`config.mk`:
```
export PLATFORM = sky130hd
export DESIGN_NAME = tx_dco_sweep_ctrl
export DESIGN_NICKNAME = d
export VERILOG_FILES = /design/src/rtl/tx_dco_sweep_ctrl.sv
export SDC_FILE = /design/constraint.sdc
export NUM_CORES = 1
export LEC_CHECK = 0
export BUFFER_PORTS_ARGS = -buffer_cell sky130_fd_sc_hd__buf_4
export CAP_MARGIN = 0
export CORE_ASPECT_RATIO = 1.5
export CORE_MARGIN = 4
export CORE_UTILIZATION = 50
export DETAILED_ROUTE_END_ITERATION = 8
export GPL_TIMING_DRIVEN = 0
export PLACE_DENSITY_LB_ADDON = 0.3
export SYNTH_ARGS = -nofsm -noshare
export SYNTH_HDL_FRONTEND = slang
export SYNTH_SLANG_ARGS = --single-unit
export TNS_END_PERCENT = 30
```
`constraint.sdc`:
```
create_clock -name clk_i -period 9.1 [get_ports clk_i]
set_clock_uncertainty 0.2 [all_clocks]
set_input_delay 1.365 -clock clk_i [delete_from_list [all_inputs] [get_ports clk_i]]
set_output_delay 1.365 -clock clk_i [all_outputs]
set_load 0.02 [all_outputs]
```
`src/rtl/tx_dco_sweep_ctrl.sv`:
```
// tx_dco_sweep_ctrl: TX DC-offset calibration sequencer sweeping an I/Q grid for minimum power,
// forwarding host settings writes with priority over its own frontend writes.
module tx_dco_sweep_ctrl #(
   parameter logic [7:0] BASE    = 8'd0,
   parameter logic [7:0] FE_BASE = 8'd0
) (
   input  logic        clk_i,
   input  logic        rst_n_i,
   input  logic        set_stb_i,
   input  logic [7:0]  set_addr_i,
   input  logic [31:0] set_data_i,
   input  logic        pwr_stb_i,
   input  logic [31:0] pwr_val_i,
   output logic        out_stb_o,
   output logic [7:0]  out_addr_o,
   output logic [31:0] out_data_o,
   output logic        busy_o,
   output logic        done_o,
   output logic [23:0] best_i_o,
   output logic [23:0] best_q_o,
   output logic [31:0] best_pwr_o
);
   typedef enum logic [3:0] {
      IDLE, WR_I, WR_Q, SETTLE, MEAS, NEXT, WR_BEST_I, WR_BEST_Q, FIN
   } state_t;
   state_t      state_q;
   logic [23:0] i_start_q, q_start_q, step_q, cur_i_q, cur_q_q;
   logic [7:0]  n_i_q, n_q_q, idx_i_q, idx_q_q;
   logic [15:0] settle_q, cnt_q;
   logic        out_stb_q, busy_q, done_q;
   logic [7:0]  out_addr_q;
   logic [31:0] out_data_q, best_pwr_q;
   logic [23:0] best_i_q, best_q_q;
   logic [7:0]  off, ni_m1, nq_m1, eng_addr;
   logic [23:0] eng_val, nxt_i_d, nxt_q_d;
   logic        cfg_we, go, abort, eng_req, issue, settle_done;
   always_comb begin
      off         = set_addr_i - BASE;
      cfg_we      = set_stb_i && off < 8'd6;
      go          = cfg_we && off == 8'd5 && set_data_i[0] && !set_data_i[1];
      abort       = cfg_we && off == 8'd5 && set_data_i[1];
      ni_m1       = (n_i_q == 8'd0) ? 8'd0 : n_i_q - 8'd1;
      nq_m1       = (n_q_q == 8'd0) ? 8'd0 : n_q_q - 8'd1;
      nxt_i_d     = cur_i_q + step_q;
      nxt_q_d     = cur_q_q + step_q;
      settle_done = {1'b0, cnt_q} + 17'd1 >= {1'b0, settle_q};
      eng_req     = state_q == WR_I || state_q == WR_Q || state_q == WR_BEST_I || state_q == WR_BEST_Q;
      // host writes always win the bus; the engine simply retries next cycle
      issue       = eng_req && !set_stb_i;
      eng_addr    = (state_q == WR_Q || state_q == WR_BEST_Q) ? FE_BASE + 8'd1 : FE_BASE;
      eng_val     = (state_q == WR_I) ? cur_i_q :
                    (state_q == WR_Q) ? cur_q_q :
                    (state_q == WR_BEST_I) ? best_i_q : best_q_q;
   end
   always_ff @(posedge clk_i or negedge rst_n_i) begin
      if (!rst_n_i) begin
         state_q    <= IDLE;
         i_start_q  <= '0;
         q_start_q  <= '0;
         step_q     <= '0;
         n_i_q      <= '0;
         n_q_q      <= '0;
         settle_q   <= '0;
         cur_i_q    <= '0;
         cur_q_q    <= '0;
         idx_i_q    <= '0;
         idx_q_q    <= '0;
         cnt_q      <= '0;
         out_stb_q  <= 1'b0;
         out_addr_q <= '0;
         out_data_q <= '0;
         busy_q     <= 1'b0;
         done_q     <= 1'b0;
         best_i_q   <= '0;
         best_q_q   <= '0;
         best_pwr_q <= '0;
      end else begin
         out_stb_q <= set_stb_i || issue;
         if (set_stb_i) begin
            out_addr_q <= set_addr_i;
            out_data_q <= set_data_i;
         end else if (issue) begin
            out_addr_q <= eng_addr;
            out_data_q <= {{8{eng_val[23]}}, eng_val};
         end
         if (cfg_we && off == 8'd0) i_start_q <= set_data_i[23:0];
         if (cfg_we && off == 8'd1) q_start_q <= set_data_i[23:0];
         if (cfg_we && off == 8'd2) step_q <= set_data_i[23:0];
         if (cfg_we && off == 8'd3) begin
            n_i_q <= set_data_i[7:0];
            n_q_q <= set_data_i[15:8];
         end
         if (cfg_we && off == 8'd4) settle_q <= set_data_i[15:0];
         if (abort && state_q != IDLE) begin
            state_q <= IDLE;
            busy_q  <= 1'b0;
            done_q  <= 1'b0;
         end else begin
            case (state_q)
               IDLE: if (go) begin
                  state_q    <= WR_I;
                  busy_q     <= 1'b1;
                  done_q     <= 1'b0;
                  best_pwr_q <= '1;
                  cur_i_q    <= i_start_q;
                  cur_q_q    <= q_start_q;
                  idx_i_q    <= '0;
                  idx_q_q    <= '0;
               end
               WR_I: if (issue) state_q <= WR_Q;
               WR_Q: if (issue) begin
                  state_q <= SETTLE;
                  cnt_q   <= '0;
               end
               SETTLE: if (settle_done) state_q <= MEAS;
                       else cnt_q <= cnt_q + 16'd1;
               MEAS: if (pwr_stb_i) begin
                  if (pwr_val_i < best_pwr_q) begin
                     best_pwr_q <= pwr_val_i;
                     best_i_q   <= cur_i_q;
                     best_q_q   <= cur_q_q;
                  end
                  state_q <= NEXT;
               end
               NEXT: if (idx_i_q < ni_m1) begin
                  cur_i_q <= nxt_i_d;
                  idx_i_q <= idx_i_q + 8'd1;
                  state_q <= WR_I;
               end else if (idx_q_q < nq_m1) begin
                  cur_i_q <= i_start_q;
                  idx_i_q <= '0;
                  cur_q_q <= nxt_q_d;
                  idx_q_q <= idx_q_q + 8'd1;
                  state_q <= WR_I;
               end else state_q <= WR_BEST_I;
               WR_BEST_I: if (issue) state_q <= WR_BEST_Q;
               WR_BEST_Q: if (issue) state_q <= FIN;
               FIN: begin
                  busy_q  <= 1'b0;
                  done_q  <= 1'b1;
                  state_q <= IDLE;
               end
               default: state_q <= IDLE;
            endcase
         end
      end
   end
   assign out_stb_o  = out_stb_q;
   assign out_addr_o = out_addr_q;
   assign out_data_o = out_data_q;
   assign busy_o     = busy_q;
   assign done_o     = done_q;
   assign best_i_o   = best_i_q;
   assign best_q_o   = best_q_q;
   assign best_pwr_o = best_pwr_q;
endmodule
```
==> results of run 1 <==
[area by class of cell]
type,count,area share
plain buffers,79,0.0171
clock buffers,38,0.0417
clock inverters,17,0.0131
inverters,71,0.0129
multi-input cells,1255,0.437
flip-flops and latches,311,0.376
well taps,467,0.0282
repair buffers,197,0.0738
[cell usage in the layout, fill, tap and decap left out, drive strengths merged, types with 11 or more instances in the layout]
| cell | count |
|---|---|
| a22oi | 33 |
| o21ai | 148 |
| nand2b | 19 |
| and3 | 18 |
| nor2b | 22 |
| clkbuf | 86 |
| a221o | 11 |
| inv | 72 |
| nor3 | 23 |
| o22ai | 11 |
| ha | 112 |
| dfrtp | 311 |
| o211ai | 31 |
| xnor2 | 28 |
| buf | 228 |
| mux2 | 152 |
| a31oi | 15 |
| nand4 | 15 |
| nor2 | 123 |
| mux2i | 62 |
| a21oi | 83 |
| nand2 | 148 |
| xor2 | 26 |
| nand3 | 31 |
| a21o | 31 |
[metrics by stage]
step | power, µW | hold WS, ns | area (µm²) | utilization
floorplan | 3420 | 0.235 | 17400 | -
global placement | 4340 | 0.250 | 19500 | 0.567
detailed placement | 4400 | 0.270 | 19600 | 0.569
CTS | 5850 | 0.284 | 20700 | 0.602
global route | 6150 | 0.305 | 20700 | 0.602
finish | 5850 | 0.283 | 20700 | 0.602
[kinds of logic (layout without fill, tap and decap cells)]
family | after synthesis | after routing
xor gates and xnor gates | 54 | 54
muxes | 214 | 214
buffers and inverters | 150 | 402
and+or+nand+nor | 443 | 443
AOI/OAI and AO/OA | 430 | 430
DFF | 311 | 311
adders and majority gates | 114 | 114
[where the power goes]
part	leakage [µW]	internal, µW	switching, µW
sequential	0.00402	1670	259
clock	0.000565	868	580
combinational	0.00562	932	1540
[path summary, 6_finish.rpt]
path	end	from	slack, ns	cells past startpoint
worst max-delay path	cur_i_q[8]	n_i_q[0]	4.21	15
worst min-delay path	cur_i_q[0]	i_start_q[0]	0.28	2
min in group asynchronous	cnt_q[8]	rst_n_i	0.54	1
worst max register to register	cur_i_q[8]	n_i_q[0]	4.21	15
max in group asynchronous	best_i_o[19]	rst_n_i	7.11	2
worst min register to register	cur_i_q[0]	i_start_q[0]	0.28	2
[state kept, by name, indices dropped and copies added, names as in the netlist, 16 cells and up]
name	flops
best_i_o	24
best_pwr_o	32
best_q_o	24
cnt_q	16
cur_i_q	24
cur_q_q	24
i_start_q	24
out_data_o	32
q_start_q	24
settle_q	16
step_q	24
[routing by layer]
| layer | track usage | vias to the layer above | wire length [µm] |
|---|---|---|---|
| li1 | - | 6650 | - |
| met1 | 0.315 | 7207 | 20000 |
| met2 | 0.481 | 532 | 26900 |
| met3 | 0.0347 | 177 | 2920 |
| met4 | 0.157 | 0 | 3350 |
| met5 | 0 | - | 0 |
[worst register-to-register path, delay by kind of cell (launching register included)]
family	cells	cell delay (ns)
adders and majority gates	2	0.45
buffers and inverters	2	0.60
AOI/OAI and AO/OA	4	0.84
and+or+nand+nor	7	2.32
DFF	1	0.41
==> metrics.yaml, run 1 <==
status: "finished, violations left"
violations: "max-capacitance violations"
synth_xor_area_frac: 0.0271
clockBufferDepth: 3
critPathMaxFanout: 10
nets: 2136
worstPathArrival_ns: 5.19
grt_overflow: 0
synth_ff_type: "dfrtp_1"
synth_top_family_by_area: "compound AO/OA/AOI/OAI gates"
dieWidth_um: 161
grt_setup_unrepaired: "false"
cap_violations: 1
drt_pass1_iterations: 6
ys_ff_latch: 311
report.final.slew_viol_count: 0
ys_seq_area_frac: 0.446
drtIter0Drc: 1129
io_buffer_count: 195
cp-end-kind: "flip-flop"
fp.dieH_um: 237
ctsResizeCount: 0
slew_headroom: 0.0151
htree_levels: 1
fmax_mhz: 204
grtUsageTotal: 0.272
setup_viol: 0
max_slew.worst_pin.slew_ns: 1.47
hold_viol: 0
min_period_ns: 4.89
gp_congestion: 0.947
n_fill_cell: 2873
yosysWarnings: 0
syn2layout_area_growth_pct: 18.6
netlist.area_leader.share: 0.446
ant_nets: 0
syn-mean-instance-area_um2: 10.2
synthMuxAreaShare: 0.134
numCtsBuffers: 31
clk_latency_ns: 0.59
critPathKind: "flip-flop to flip-flop"
seqCellArea_mm2: 0.00778
tns_ns: 0
finalCritPeriodShare: 0.537
required_ns: 9.40
cp_cell_sequence: "inv_1 > ha_1 > nor4b_1 > nand2_1 > nand2_1 > ha_1 > a21o_1 > a21o_1 > a221o_1 > nand2_1 > nor2_1 > nor2_1 > buf_2 > nor2_1 > a31oi_1"
path_buf_inv: 2
io_pins: 199
drive_above_1_share: 0.228
synth-simple-area-share: 0.120
power.leakage_uw: 0.0102
grt_pass1_vias: 14900
synth-compound-area-share: 0.155
routedWlPerCell_um: 21.8
drc: 0
syn_area_mm2: 0.0174
cp_slowest_stage_delay_ns: 1.10
multi_input_area_mm2: 0.00904
post_cts_buffers: 0
ir_drop_uv: 148
syn_nets: 1906
diodes: 0
postCtsHoldBufs: 0
path_clk_slew_ns: 0.07
synthAdderAreaFrac: 0.0826
grt_max_degree: 124
synth_area_leaders: "dfrtp_1, mux2_2, ha_1"
startpoint_type: "flip-flop"
hpwlAfterDp_um: 39200
viasPerCell: 5.98
ys_types: 67
dieArea_mm2: 0.0380
synthMostInstantiatedCell: "dfrtp_1"
cts_sinks: 311
yosys.area.top_type: "dfrtp_1"
synthArstFlopShare: 1.00
setup_ws_ns: 4.21
synth-edff-count: 0
hp-class: "flip-flop to flip-flop"
drt-total-wl_um: 53100
cts_tree: "built"
vias: 14600
crit_family: "simple AND/OR/NAND/NOR gates"
core_region_area_mm2: 0.0344
grt_pass1_wl_um: 82000
place_ws_ns: 4.03
fin_cells: 2435
crit_slowest_cell: "nor2_1"
rows: 83
initial_utilization: 0.508
place_inst: 2380
power_density_mw_per_mm2: 283
grt_antenna_before_repair: 1
synthTopCellsByCount: "dfrtp_1, mux2_2, nand2_1"
clockRootBuffer: "clkbuf_16"
netlist_instances: 1716
Power figures use the tool's default switching activity.
==> inputs of run 2 (changes only) <==
==> constraint.sdc (replaced) <==
create_clock -name clk_i -period 4.7 [get_ports clk_i]
set_clock_uncertainty 0.2 [all_clocks]
set_input_delay 0.705 -clock clk_i [delete_from_list [all_inputs] [get_ports clk_i]]
set_output_delay 0.705 -clock clk_i [all_outputs]
set_load 0.02 [all_outputs]
==> metrics.yaml, run 2 (synthesis gave the netlist of run 1 again) <==
status: "complete, no violations"  # was finished, violations left
drt-total-wl_um: 53200  # was 53100 µm
r2r_start: "n_i_q[1]"  # was n_i_q[0]
cap_violations: 0  # was 1
io_pins: 199  # unchanged
drtIter0Drc: 1094  # was 1129
n_fill_cell: 2871  # was 2873
power_density_mw_per_mm2: 548  # was 283 mW/mm²
core_region_area_mm2: 0.0344  # unchanged
grt_max_degree: 124  # unchanged
cp_slowest_stage_delay_ns: 0.62  # was 1.10 ns
hold_slack_ns: 0.139  # was 0.283 ns
worstRegToRegCells: 12  # was 15
placed_cell_area_mm2: 0.0196  # unchanged
setup.reg_to_reg.worst_slack_ns: 0.45  # was 4.21 ns
numCtsBuffers: 31  # unchanged
rows: 83  # unchanged
startpoint_type: "flip-flop"  # unchanged
cp_cell_sequence: "inv_1 > ha_1 > nor4b_1 > nand2_1 > nand2_1 > ha_1 > a21o_1 > a21o_1 > a221o_1 > nor2_1 > nand2_1 > o21ai_0"  # was inv_1 > ha_1 > nor4b_1 > nand2_1 > nand2_1 > ha_1 > a21o_1 > a21o_1 > a221o_1 > nand2_1 > nor2_1 > nor2_1 > buf_2 > nor2_1 > a31oi_1
clockBufferDepth: 3  # unchanged
setup_viol: 0  # unchanged
drive_above_1_share: 0.229  # was 0.228
syn2layout_area_growth_pct: 18.7  # was 18.6%
htree_levels: 1  # unchanged
grt_antenna_before_repair: 1  # unchanged
cts_tree: "built"  # unchanged
hp-class: "primary input to flip-flop"  # was flip-flop to flip-flop
routedWlPerCell_um: 21.8  # about the same
clk_latency_ns: 0.58  # was 0.59 ns
path_clk_slew_ns: 0.07  # about the same
power.leakage_uw: 0.0102  # about the same
grt_pass1_wl_um: 82100  # was 82000 µm
required_ns: 4.99  # was 9.40 ns
viasPerCell: 5.97  # was 5.98
post_cts_buffers: 0  # unchanged
grt_setup_unrepaired: "false"  # unchanged
critPathKind: "flip-flop to flip-flop"  # unchanged
worstPathArrival_ns: 4.54  # was 5.19 ns
nets: 2137  # was 2136
max_slew.worst_pin.slew_ns: 1.29  # was 1.47 ns
min_period_ns: 4.25  # was 4.89 ns
initial_utilization: 0.508  # unchanged
min_from: "set_addr_i[7]"  # was i_start_q[0]
hold_viol: 0  # unchanged
path_common_cell: "nand2_1"
fp.dieH_um: 237  # unchanged
finalCritPeriodShare: 0.903  # was 0.537
clockRootBuffer: "clkbuf_16"  # unchanged
slew_headroom: 0.132  # was 0.0151
crit_slowest_cell: "nor2_1"  # unchanged
place_ws_ns: -0.0270  # was 4.03 ns
dieWidth_um: 161  # unchanged
critPathMaxFanout: 7  # was 10
io_buffer_count: 195  # unchanged
final_area_mm2: 0.0207  # about the same
grt_overflow: 0  # unchanged
diodes: 0  # unchanged
gp_congestion: 0.947  # unchanged
cp-end-kind: "flip-flop"  # unchanged
final_common_cell: "dfrtp_1"  # unchanged
crit_family: "simple AND/OR/NAND/NOR gates"  # unchanged
layout_common_cells: "dfrtp_1, buf_4, mux2_2, nand2_1, o21ai_0"  # unchanged
drc: 0  # unchanged
grtUsageTotal: 0.272  # about the same
hpwlAfterDp_um: 39200  # unchanged
drt_pass1_iterations: 5  # was 6
dieArea_mm2: 0.0380  # unchanged
report.final.slew_viol_count: 0  # unchanged
ant_nets: 0  # unchanged
cts_sinks: 311  # unchanged
hold_end: "out_addr_o[7]"  # was cur_i_q[0]
setup_ws_ns: 0.454  # was 4.21 ns
vias: 14500  # was 14600
ir_drop_uv: 286  # was 148 µV
fmax_mhz: 236  # was 204 MHz
holdPathStages: 3  # was 2
r2r-end: "idx_i_q[0]"  # was cur_i_q[8]
path_buf_inv: 1  # was 2
grt_pass1_vias: 14900  # about the same
run 2: changes by cell type in the layout (fill, tap and decap cells not counted), sizes merged:
cell and delta:
dlygate4sd3 +1
run 2: final cells by class:
type | count | area (µm²) | area share
multi-input combinational | 1255 | 9050 | 0.437
clock buffer | 38 | 862 | 0.0416
inverter | 71 | 267 | 0.0129
timing repair buffer | 198 | 1540 | 0.0742
buffer | 79 | 355 | 0.0172
sequential | 311 | 7780 | 0.376
tap | 467 | 584 | 0.0282
clock inverter | 17 | 272 | 0.0131
run 2: power breakdown:
part | internal (µW) | switching, µW
combinational | 1810 | 3000
clock | 1680 | 1120
sequential | 3240 | 503
total | 6730 | 4620
run 2: repair_timing:
item,4_1_cts,5_1_grt
resized for setup,1,3
hold buffers,1,0
endpoints found under the hold margin,71,0
setup endpoints to repair,4,9
run 2: how the worst max path moves through the flow:
stage / startpoint / to / slack [ns] / cells after the start
floorplan: n_i_q[0] / cur_q_q[1] / 1.25 / 16
global placement: rst_n_i / out_data_o[20] / -0.14 / 1
detailed placement: n_i_q[0] / cur_i_q[8] / -0.03 / 15
CTS: n_i_q[1] / cur_i_q[19] / 0.26 / 13
global route: n_i_q[1] / cur_q_q[19] / 0.07 / 15
finish: n_i_q[1] / idx_i_q[0] / 0.45 / 12
run 2: worst reg2reg max path: stages, from the launching register on:
cell and delay, ns:
dfrtp_1 0.41, inv_1 0.08, ha_1 0.19, nor4b_1 0.56, nand2_1 0.19, nand2_1 0.13, ha_1 0.25, a21o_1 0.16
a21o_1 0.17, a221o_1 0.35, nor2_1 0.62, nand2_1 0.54, o21ai_0 0.30
run 2: stage by stage:
step,instances,TNS (ns),utilization,total power [µW]
2_1_floorplan,1716,0,-,6630
3_5_place_dp,2380,-0.0339,0.569,8510
6_report,2436,0,0.602,11300
5_1_grt,2436,0,0.602,11900
4_1_cts,2436,0,0.602,11300
3_3_place_gp,2378,-34.16,0.567,8400
run 2: routing by layer:
metal | track usage | routed length (µm) | vias up
met3 | 0.0348 | 2940 | 174
li1 | - | - | 6640
met1 | 0.315 | 20000 | 7202
met5 | 0 | 0 | -
met4 | 0.157 | 3320 | 0
met2 | 0.481 | 26900 | 521
